### src/rtl/hazard_ctrl.sv
// ----------------------------------------------------------------------------
// hazard_ctrl
// Pipeline hazard controller for a six-stage in-order core (PC/IF/ID/EX/MEM/WB).
// Tracks the destinations of the instructions in EX and MEM with a two-entry
// scoreboard. It detects load-use hazards between ID and EX and produces the
// freeze vector. Flush, multi-cycle EX and load-use hazards are arbitrated in
// that priority order. The controller also counts stalled cycles, saturating
// the count at its maximum.
// ----------------------------------------------------------------------------
module hazard_ctrl (
   input  logic        clk,
   input  logic        rst,            // asynchronous, active-low
   // ID stage instruction
   input  logic        id_valid_i,
   input  logic        reg1_read_i,
   input  logic        reg2_read_i,
   input  logic [4:0]  reg1_addr_i,
   input  logic [4:0]  reg2_addr_i,
   input  logic        wreg_i,
   input  logic [4:0]  wd_i,
   input  logic        is_load_i,
   // stall / flush requests
   input  logic        ex_stallreq_i,
   input  logic        flush_i,
   // control outputs
   output logic [5:0]  stall_o,
   output logic        flush_o,
   output logic [1:0]  state_o,
   output logic [15:0] stall_cnt_o
);

   // -------------------------------------------------------------------------
   // Types and constants
   // -------------------------------------------------------------------------
   typedef enum logic [1:0] {
      S_IDLE       = 2'd0,
      S_LOAD_STALL = 2'd1,
      S_EX_BUSY    = 2'd2,
      S_FLUSH      = 2'd3
   } state_t;

   // One scoreboard entry: the destination register of an in-flight instruction.
   typedef struct packed {
      logic       valid;
      logic [4:0] addr;
      logic       load;
   } slot_t;

   // Freeze vectors: bit0 PC, bit1 IF, bit2 ID, bit3 EX, bit4 MEM, bit5 WB.
   localparam logic [5:0]  STALL_NONE = 6'b000000;
   localparam logic [5:0]  STALL_LOAD = 6'b000111;  // hold PC/IF/ID, bubble into EX
   localparam logic [5:0]  STALL_EX   = 6'b001111;  // hold PC..EX, bubble into MEM
   localparam slot_t       SLOT_EMPTY = '{valid: 1'b0, addr: 5'd0, load: 1'b0};
   localparam logic [15:0] CNT_MAX    = 16'hFFFF;

   // -------------------------------------------------------------------------
   // State
   // -------------------------------------------------------------------------
   state_t      r_state;
   logic        r_flush;
   slot_t       r_ex_slot;
   slot_t       r_mem_slot;
   logic [15:0] r_stall_cnt;

   // -------------------------------------------------------------------------
   // Combinational signals
   // -------------------------------------------------------------------------
   logic        w_rs1_match;
   logic        w_rs2_match;
   logic        w_load_use;
   logic [5:0]  w_stall;
   state_t      w_next_state;
   slot_t       w_id_slot;

   // Load-use detection: only the EX slot matters. Results from the MEM slot
   // reach ID through forwarding, so that slot never causes a stall.
   always_comb begin
      // NOTE: every always_comb output gets a default first so no path leaves it unassigned (no latch).
      w_rs1_match = 1'b0;
      w_rs2_match = 1'b0;
      w_load_use  = 1'b0;
      w_rs1_match = reg1_read_i && (reg1_addr_i == r_ex_slot.addr);
      w_rs2_match = reg2_read_i && (reg2_addr_i == r_ex_slot.addr);
      // Register 0 is hard-wired to zero, so a load targeting it is never a hazard.
      w_load_use  = id_valid_i && r_ex_slot.valid && r_ex_slot.load &&
                    (r_ex_slot.addr != 5'd0) && (w_rs1_match || w_rs2_match);
   end

   // Freeze vector: a flush (requested now or in progress) wins over any stall.
   always_comb begin
      w_stall = STALL_NONE;
      // Gating with reset keeps the freeze vector at zero while reset is asserted,
      // even if a requester is still driving ex_stallreq_i.
      if (!rst || flush_i || (r_state == S_FLUSH)) begin
         w_stall = STALL_NONE;
      end else if (ex_stallreq_i) begin
         w_stall = STALL_EX;
      end else if (w_load_use) begin
         w_stall = STALL_LOAD;
      end
   end

   // Next-state priority: flush > EX busy > load-use hazard > idle.
   always_comb begin
      w_next_state = S_IDLE;
      if (flush_i) begin
         w_next_state = S_FLUSH;
      end else if (ex_stallreq_i) begin
         w_next_state = S_EX_BUSY;
      end else if (w_load_use) begin
         w_next_state = S_LOAD_STALL;
      end
   end

   // Scoreboard entry for the instruction currently leaving ID.
   always_comb begin
      w_id_slot       = SLOT_EMPTY;
      w_id_slot.valid = id_valid_i & wreg_i;
      w_id_slot.addr  = wd_i;
      w_id_slot.load  = is_load_i;
   end

   // -------------------------------------------------------------------------
   // Sequential logic
   // -------------------------------------------------------------------------

   // FSM with registered flush pulse; FLUSH lasts exactly one cycle.
   always_ff @(posedge clk or negedge rst) begin
      if (!rst) begin
         r_state <= S_IDLE;
         r_flush <= 1'b0;
      end else begin
         // NOTE: sequential state uses non-blocking assignments so all registers update from pre-edge values.
         r_state <= w_next_state;
         r_flush <= (w_next_state == S_FLUSH);
      end
   end

   // Scoreboard advance: normal flow, load bubble, EX hold, or flush.
   always_ff @(posedge clk or negedge rst) begin
      if (!rst) begin
         // NOTE: the scoreboard is reset explicitly; stale valid bits would create phantom hazards.
         r_ex_slot  <= SLOT_EMPTY;
         r_mem_slot <= SLOT_EMPTY;
      end else if (flush_i) begin
         r_ex_slot  <= SLOT_EMPTY;
         r_mem_slot <= SLOT_EMPTY;
      end else begin
         case (w_stall)
            STALL_EX: begin
               // EX is frozen; MEM receives a bubble.
               r_ex_slot  <= r_ex_slot;
               r_mem_slot <= SLOT_EMPTY;
            end
            STALL_LOAD: begin
               // The load advances to MEM while a bubble enters EX.
               r_ex_slot  <= SLOT_EMPTY;
               r_mem_slot <= r_ex_slot;
            end
            default: begin
               r_ex_slot  <= w_id_slot;
               r_mem_slot <= r_ex_slot;
            end
         endcase
      end
   end

   // Stalled-cycle counter; sticks at all-ones instead of wrapping.
   always_ff @(posedge clk or negedge rst) begin
      if (!rst) begin
         r_stall_cnt <= 16'd0;
      end else if ((w_stall != STALL_NONE) && (r_stall_cnt != CNT_MAX)) begin
         r_stall_cnt <= r_stall_cnt + 16'd1;
      end
   end

   // -------------------------------------------------------------------------
   // Outputs
   // -------------------------------------------------------------------------
   assign stall_o     = w_stall;
   assign flush_o     = r_flush;
   assign state_o     = r_state;
   assign stall_cnt_o = r_stall_cnt;

endmodule

### config.mk
export PLATFORM = sky130hd
export DESIGN_NAME = hazard_ctrl
export DESIGN_NICKNAME = d
export VERILOG_FILES = /design/src/rtl/hazard_ctrl.sv
export SDC_FILE = /design/constraint.sdc
export NUM_CORES = 1
export LEC_CHECK = 0
export ABC_CLOCK_PERIOD_IN_PS = 3750
export BUFFER_PORTS_ARGS = -buffer_cell sky130_fd_sc_hd__buf_4
export CAP_MARGIN = 30
export CORE_ASPECT_RATIO = 1.25
export CORE_MARGIN = 4
export CORE_UTILIZATION = 53
export CTS_CLUSTER_SIZE = 16
export DETAILED_ROUTE_END_ITERATION = 8
export GPL_ROUTABILITY_DRIVEN = 0
export PLACE_DENSITY = 0.94
export SYNTH_ARGS = -nofsm -noshare
export SYNTH_HDL_FRONTEND = slang
export SYNTH_SLANG_ARGS = --single-unit
### constraint.sdc
create_clock -name clk -period 3.75 [get_ports clk]
set_clock_uncertainty 0.05 [all_clocks]
set_input_delay 0.9375 -clock clk [delete_from_list [all_inputs] [get_ports clk]]
set_output_delay 0.9375 -clock clk [all_outputs]
set_load 0.01 [all_outputs]
Word level (Yosys, flattened, before mapping)
Cells that the tools add are included.
Storage, ports and cells
  latch bits: 0
  word-level logic and storage cells: 37
  memory bits (writable): 0
  memory bits (read-only): 0
  input bits: 24
  flip-flop bits (word level): 26
  memories: 0
  output and inout port bits: 25
Operators by class
  shift operators: 0
  eq/ne operators: 8
  div/mod/pow operators: 0
  $add $sub $neg: 1
  reductions and logical operators: 13
  $lt $le $gt $ge: 0
  multipliers: 0
  bitwise operators: 1
  mux-type cells: 8
Operators by type and width (count)
  adder 16 x 1 -> 16 bit (second input constant): 1
  != test 16 bit (second input constant): 1
  case mux 7 bit (2 select lines): 1
  == test 5 bit: 2
  logical AND 1 bit: 7
  two-way mux 7 bit: 1
  == test 6 x 3 -> 1 bit (second input constant): 1
  == test 6 x 4 -> 1 bit (second input constant): 1
  two-way mux 6 bit: 1
  nonzero test 6 bit: 1
  nonzero test 5 bit: 1
  == test 2 bit (second input constant): 2
  two-way mux 2 bit: 2
  two-way mux 4 bit: 1
  logical OR 1 bit: 3
  two-way mux 3 bit: 1
  != test 2 bit (second input constant): 1
  bitwise AND 1 bit: 1
  logical NOT 1 bit: 1
  two-way mux 1 bit: 1

Longest topological paths before layout
Gate-level depths: netlist of the first run.
  word-level depth: 10
  gate-level depth with buffers: 7
  mapped depth without buffers: 7

Worst setup path after synthesis of the first run
Ideal clock, no wire load.
  path type: input to output
  start: input port reg2_addr_i[2]
  end: output port stall_o[1]
  required time: 2763 ps
  buffers on the path: 1
  data arrival time: 2025 ps
  stages on the path: 7
  path slack: 738 ps
  cells stage by stage: xnor2_1 > nand4_1 > o22ai_2 > a21oi_4 > nand2b_2 > inv_1 > buf_4
On the way
  word-level cells in the longest chain between the ends: 7
Ends and longest elaborated chain
  from (decl): RTL line 18  | input logic [4:0] reg2_addr_i,
  == test 5 bit: RTL line 83  | w_rs2_match = reg2_read_i && (reg2_addr_i == r_ex_slot.addr);
  logical AND 1 bit: RTL line 83
  logical OR 1 bit: RTL line 86  | (r_ex_slot.addr != 5'd0) && (w_rs1_match || w_rs2_match);
  logical AND 1 bit: RTL line 86
  two-way mux 3 bit: RTL line 98  | end else if (w_load_use) begin
  two-way mux 4 bit: RTL line 96  | end else if (ex_stallreq_i) begin
  two-way mux 6 bit: RTL line 94  | if (!rst || flush_i || (r_state == S_FLUSH)) begin
  to (decl): RTL line 26  | output logic [5:0] stall_o,
No other way between the ends.

Worst setup path in the final report of the first run
  start: input port reg2_addr_i[0]
  end: output port stall_o[0]
The elaborated chain is that of the path after synthesis.

==> flow_metrics.py, run 1 <==
metrics = {
    "cells_and_area": {
        "synthToLayoutAreaGrowth_pct": 27.4,
        "n_fill_cell": 183,
        "multi_input_area_um2": 688,
        "final-seq-area_um2": 651,
        "finish.utilization_pct": 72.5,
        "diodes": 0,
        "drive_above_1_share_pct": 37.6,
        "nNetsFinal": 196,
    },
    "cts": {
        "cts_buffer_depth": 2,
        "cts_resized": 0,
        "cts_max_level": 1,
        "worst_skew_pair.late_latency_ns": 0.33,
        "cts_buffers": 3,
        "cts-root-buf": "clkbuf_4",
        "hold_buffers": 0,
        "clk_pin_slew_worst_paths_ns": 0.14,
        "postCtsSetupRepairBufs": 0,
        "clkSinkCount": 26,
        "cts_tree": "yes",
    },
    "timing": {
        "worstMarginPinSlew_ns": 0.558,
        "post-route-period-util_pct": 89.2,
        "grt_setup_unrepaired": "false",
        "setup_viol": 0,
        "post-route-min-period_ns": 3.35,
        "fin_tns_setup_ns": 0,
        "maxSlewHeadroom_pct": 62.8,
        "slew_violations": 0,
        "finalHoldViolations": 0,
        "max_freq_mhz": 299,
    },
    "setup_path": {
        "r2r_start": "stall_cnt_o[2]",
        "reg2reg_depth": 6,
        "r2r_slack_ns": 1.59,
        "start_kind": "primary input",
        "crit_path_end": "stall_o[0]",
        "worstPathArrival_ns": 2.36,
        "worstSetupPathType": "primary input to output pin",
        "worst-path-max-fanout": 16,
        "worst-path-stages": 8,
        "crit_family": "compound AO/OA/AOI/OAI gates",
        "worstSetupStartpoint": "reg2_addr_i[0]",
        "cp_slowest_cell": "a21oi_4",
        "end_kind": "output pin",
        "path_common_cell": "buf_4",
        "max_stage_delay_ns": 0.41,
        "crit_buf_inv": 3,
        "crit_required_ns": 2.76,
        "rr_endpoint": "stall_cnt_o[1]",
        "crit_chain": "buf_4, xnor2_1, nand4_1, o22ai_2, a21oi_4, nand2b_2, inv_1, buf_4",
    },
    "grt": {
        "grt_overflow": 0,
        "antenna_found_initial": 0,
        "grt_start_max_net_pins": 27,
        "grtUsageTotal_pct": 19.6,
        "grt_pass1_wl_mm": 5.19,
        "first_global_vias": 1129,
    },
    "power": {
        "p_leak_nw": 0.901,
        "powerDensity_nw_per_um2": 389,
        "finalPower_mw": 0.699,
        "peakVddDrop_uv": 387,
    },
    "yosys": {
        "synth_compound_area_share_pct": 8.87,
        "postSynth.asyncResetShare_pct": 100,
        "synthMuxAreaShare_pct": 0.799,
        "synth_seq_area_share_pct": 46.1,
        "synthXorXnorAreaFrac_pct": 15.5,
        "yosys_warnings": 0,
        "synth_top_family_by_area": "simple AND/OR/NAND/NOR gates",
        "synth_top_flop_cell": "dfrtp_1",
        "synth_cell_types": 38,
        "synth_most_common_cell": "dfrtp_1",
        "ys_ff_latch": 26,
        "synth_area_um2": 1410,
        "synthTopCellsByArea": "dfrtp_1, xor2_1, xnor2_1, a32o_1, nand2_1",
        "synthTopCellsByCount": "dfrtp_1, xor2_1, nand2_1, xnor2_1, nor3_1",
        "synth.avg_cell_area_um2": 11.1,
        "synth_edf_count": 0,
        "synth_top_area_cell": "dfrtp_1",
        "synth_adder_area_share_pct": 0.887,
        "synth_cells": 127,
        "yosysTopAreaCellShare_pct": 46.1,
        "synth-simple-area-share_pct": 22.2,
    },
    "routing": {
        "via_count": 1095,
        "drtIter0Drc": 24,
        "first_pass_iters": 4,
        "drtAntennaViolNets": 0,
        "remaining_drc_errors": 0,
        "wire_per_inst_um": 15.6,
        "viasPerCell": 5.39,
        "wirelength_mm": 3.17,
    },
    "worst_hold_path": {
        "min_path_type": "flop to flop",
    },
    "die": {
        "fp.dieArea_um2": 3560,
        "die_h_um": 65.7,
        "core_area_um2": 2480,
        "placement_rows": 20,
        "start_util_pct": 56.9,
        "ios": 49,
        "die_x_um": 54.1,
    },
    "placed_design": {
        "io_buffers": 46,
        "hpwl_mm": 2.47,
    },
    "status": {
        "status": "complete, no violations",
    },
    "run": {
        "maxCapViolCount": 0,
    },
}
==> report_power, final <==
group          switching, mW  leakage, nW  internal, mW
Sequential            0.0431        0.342         0.308
Clock                 0.0818       0.0279         0.108
Combinational         0.0751        0.531        0.0826
Total                  0.200        0.901         0.499
==> cells in the final DEF (no fill, tap or decap), drive strengths merged, types with 3 or more instances in the layout <==
| cell | n |
|---|---|
| a32o | 6 |
| and3 | 3 |
| buf | 47 |
| clkbuf | 3 |
| dfrtp | 26 |
| inv | 3 |
| nand2 | 10 |
| nand3 | 6 |
| nand4 | 6 |
| nor2 | 4 |
| nor3 | 7 |
| xnor2 | 10 |
| xor2 | 15 |
==> worst min path at each step <==
stage                    from        endpoint  depth (start not counted)
2_1_floorplan    r_ex_slot[6]    r_ex_slot[6]                          2
3_3_place_gp     r_ex_slot[6]    r_ex_slot[6]                          2
3_5_place_dp     r_ex_slot[6]    r_ex_slot[6]                          2
4_1_cts        stall_cnt_o[7]  stall_cnt_o[7]                          1
5_1_grt        stall_cnt_o[7]  stall_cnt_o[7]                          1
6_report       stall_cnt_o[7]  stall_cnt_o[7]                          1
==> state kept, by name, indices dropped and copies added (netlist names) <==
| name | count |
|---|---|
| stall_cnt_o | 16 |
| r_ex_slot | 7 |
| state_o | 2 |
| flush_o | 1 |
==> area by class of cell <==
cell class,instances,share of cell area [%]
multi-input combinational,90,38.3
sequential,26,36.2
timing repair buffer,47,19.6
tap,33,2.30
clock inverter,1,1.67
clock buffer,3,1.25
inverter,3,0.627
==> cell families after synthesis <==
family          count (synthesis)
xor+xnor                       25
compound gates                 13
other cells                     1
mux                             1
fa+ha+maj                       1
simple gates                   48
flops                          26
buf+inv                        12
==> per-stage QoR <==
stage | hold slack (ns) | area, um^2 | setup slack (ns) | instances
6_report | 0.466 | 1800 | 0.404 | 203
4_1_cts | 0.467 | 1800 | 0.402 | 203
2_1_floorplan | 0.398 | 1410 | 0.738 | 128
3_5_place_dp | 0.434 | 1740 | 0.390 | 199
5_1_grt | 0.498 | 1800 | 0.287 | 203
3_3_place_gp | 0.417 | 1740 | 0.489 | 199
==> per-layer routing <==
| layer | track usage, % | share of wire, % | vias up |
|---|---|---|---|
| met5 | 0 | 0 | - |
| met4 | 4.67 | 0.85 | 0 |
| met3 | 3.85 | 7.7 | 5 |
| met2 | 34.9 | 53 | 39 |
| met1 | 23.3 | 39 | 518 |
| li1 | - | - | 533 |
Power figures use the tool's default switching activity.
==> inputs of run 2 (changes only) <==
--- a/config.mk
+++ b/config.mk
@@ -15,6 +15,7 @@
 export DETAILED_ROUTE_END_ITERATION = 8
 export GPL_ROUTABILITY_DRIVEN = 0
 export PLACE_DENSITY = 0.94
+export RECOVER_POWER = 100
 export SYNTH_ARGS = -nofsm -noshare
 export SYNTH_HDL_FRONTEND = slang
 export SYNTH_SLANG_ARGS = --single-unit
==> flow_metrics.py, run 2 (synthesized netlist as in run 1, its figures left out) <==
metrics = {
    "routing": {
        "drtAntennaViolNets": 0,
        "first_pass_iters": 4,
        "viasPerCell": 5.43,
        "wire_per_inst_um": 15.4,
        "drtIter0Drc": 14,
        "wirelength_mm": 3.12,
        "remaining_drc_errors": 0,
        "via_count": 1103,
    },
    "cts": {
        "cts_resized": 0,
        "cts_tree": "yes",
        "clk_pin_slew_worst_paths_ns": 0.14,
        "cts-root-buf": "clkbuf_4",
        "cts_buffer_depth": 2,
        "worst_skew_pair.late_latency_ns": 0.33,
        "hold_buffers": 0,
        "postCtsSetupRepairBufs": 0,
        "cts_max_level": 1,
        "clkSinkCount": 26,
        "cts_buffers": 3,
    },
    "cells_and_area": {
        "largest_register_ffs": 16,
        "layout_common_cells": "dfrtp_1, clkbuf_1, buf_4, xor2_1",
        "synthToLayoutAreaGrowth_pct": 18.2,
        "nNetsFinal": 196,
        "diodes": 0,
        "n_fill_cell": 212,
        "layout_commonest_cell": "dfrtp_1",
        "drive_above_1_share_pct": 20.0,
        "design_area_um2": 1670,
    },
    "setup_path": {
        "worst-path-max-fanout": 16,
        "worstPathArrival_ns": 2.44,
        "crit_required_ns": 2.76,
        "end_kind": "output pin",
        "worstSetupPathType": "primary input to output pin",
        "start_kind": "primary input",
    },
    "power": {
        "peakVddDrop_uv": 376,
        "powerDensity_nw_per_um2": 403,
        "p_leak_nw": 0.790,
    },
    "grt": {
        "first_global_vias": 1129,
        "grt_pass1_wl_mm": 5.19,
        "grt_start_max_net_pins": 27,
        "grtUsageTotal_pct": 19.6,
        "grt_overflow": 0,
        "antenna_found_initial": 0,
    },
    "placed_design": {
        "io_buffers": 46,
        "placed_area_um2": 1740,
        "hpwl_mm": 2.47,
    },
    "die": {
        "fp.dieArea_um2": 3560,
        "die_h_um": 65.7,
        "core_area_um2": 2480,
        "ios": 49,
        "start_util_pct": 56.9,
        "die_x_um": 54.1,
        "placement_rows": 20,
    },
    "timing": {
        "finalHoldViolations": 0,
        "slew_violations": 0,
        "maxSlewHeadroom_pct": 11.5,
        "worstMarginPinSlew_ns": 1.33,
        "post-route-min-period_ns": 3.43,
        "max_freq_mhz": 292,
        "post-route-period-util_pct": 91.4,
        "grt_setup_unrepaired": "false",
        "setup_viol": 0,
        "fin_tns_setup_ns": 0,
    },
    "run": {
        "maxCapViolCount": 0,
    },
    "status": {
        "status": "complete, no violations",
    },
    "worst_hold_path": {
        "min_path_type": "flop to flop",
    },
}
run 2: final timing paths:
| check | from | end | slack, ns | cells after the start |
|---|---|---|---|---|
| max | reg2_addr_i[2] | stall_o[2] | 0.32 | 8 |
| min | stall_cnt_o[7] | stall_cnt_o[7] | 0.46 | 1 |
| max reg2reg | r_ex_slot[4] | r_ex_slot[6] | 1.70 | 7 |
| min reg2reg | stall_cnt_o[7] | stall_cnt_o[7] | 0.46 | 1 |
| max in group asynchronous | rst | stall_cnt_o[9] | 1.90 | 2 |
| min in group asynchronous | rst | stall_cnt_o[0] | 0.96 | 2 |
run 2: routing by layer:
| metal | wire [um] | vias to the layer above | global-route usage (%) |
|---|---|---|---|
| met2 | 1660 | 46 | 34.9 |
| met4 | 33 | 0 | 4.67 |
| met3 | 273 | 5 | 3.85 |
| met5 | 0 | - | 0 |
| li1 | - | 530 | - |
| met1 | 1150 | 522 | 23.3 |
run 2: final cells by class:
cell class                      instances  area [um^2]  area share [%]
Clock inverter                          1         30.0            1.80
Sequential cell                        26          651            39.0
Tap cell                               33         41.3            2.48
Timing Repair Buffer                   47          259            15.5
Clock buffer                            3         22.5            1.35
Multi-Input combinational cell         90          652            39.1
Inverter                                3         11.3           0.676
run 2: stage by stage:
| stage | hold slack, ns | setup WS (ns) | util [%] | cells | total power, mW |
|---|---|---|---|---|---|
| 3_3_place_gp | 0.417 | 0.489 | 70.4 | 199 | 0.506 |
| 5_1_grt | 0.485 | 0.180 | 67.3 | 203 | 0.710 |
| 3_5_place_dp | 0.434 | 0.390 | 70.4 | 199 | 0.516 |
| 2_1_floorplan | 0.398 | 0.738 | - | 128 | 0.433 |
| 6_report | 0.460 | 0.323 | 67.3 | 203 | 0.672 |
| 4_1_cts | 0.467 | 0.402 | 72.5 | 203 | 0.705 |
run 2: power breakdown:
part / switching (mW) / total (mW) / internal (mW)
registers: 0.0419 / 0.350 / 0.308
clock network: 0.0804 / 0.189 / 0.108
logic: 0.0730 / 0.134 / 0.0607
total: 0.195 / 0.672 / 0.477
run 2: critical path: stages:
cell and delay [ns]:
buf_4 0.11, xnor2_1 0.14, nand4_1 0.12, o22ai_1 0.32
a21oi_4 0.19, nand2b_1 0.29, inv_1 0.16, clkbuf_1 0.17
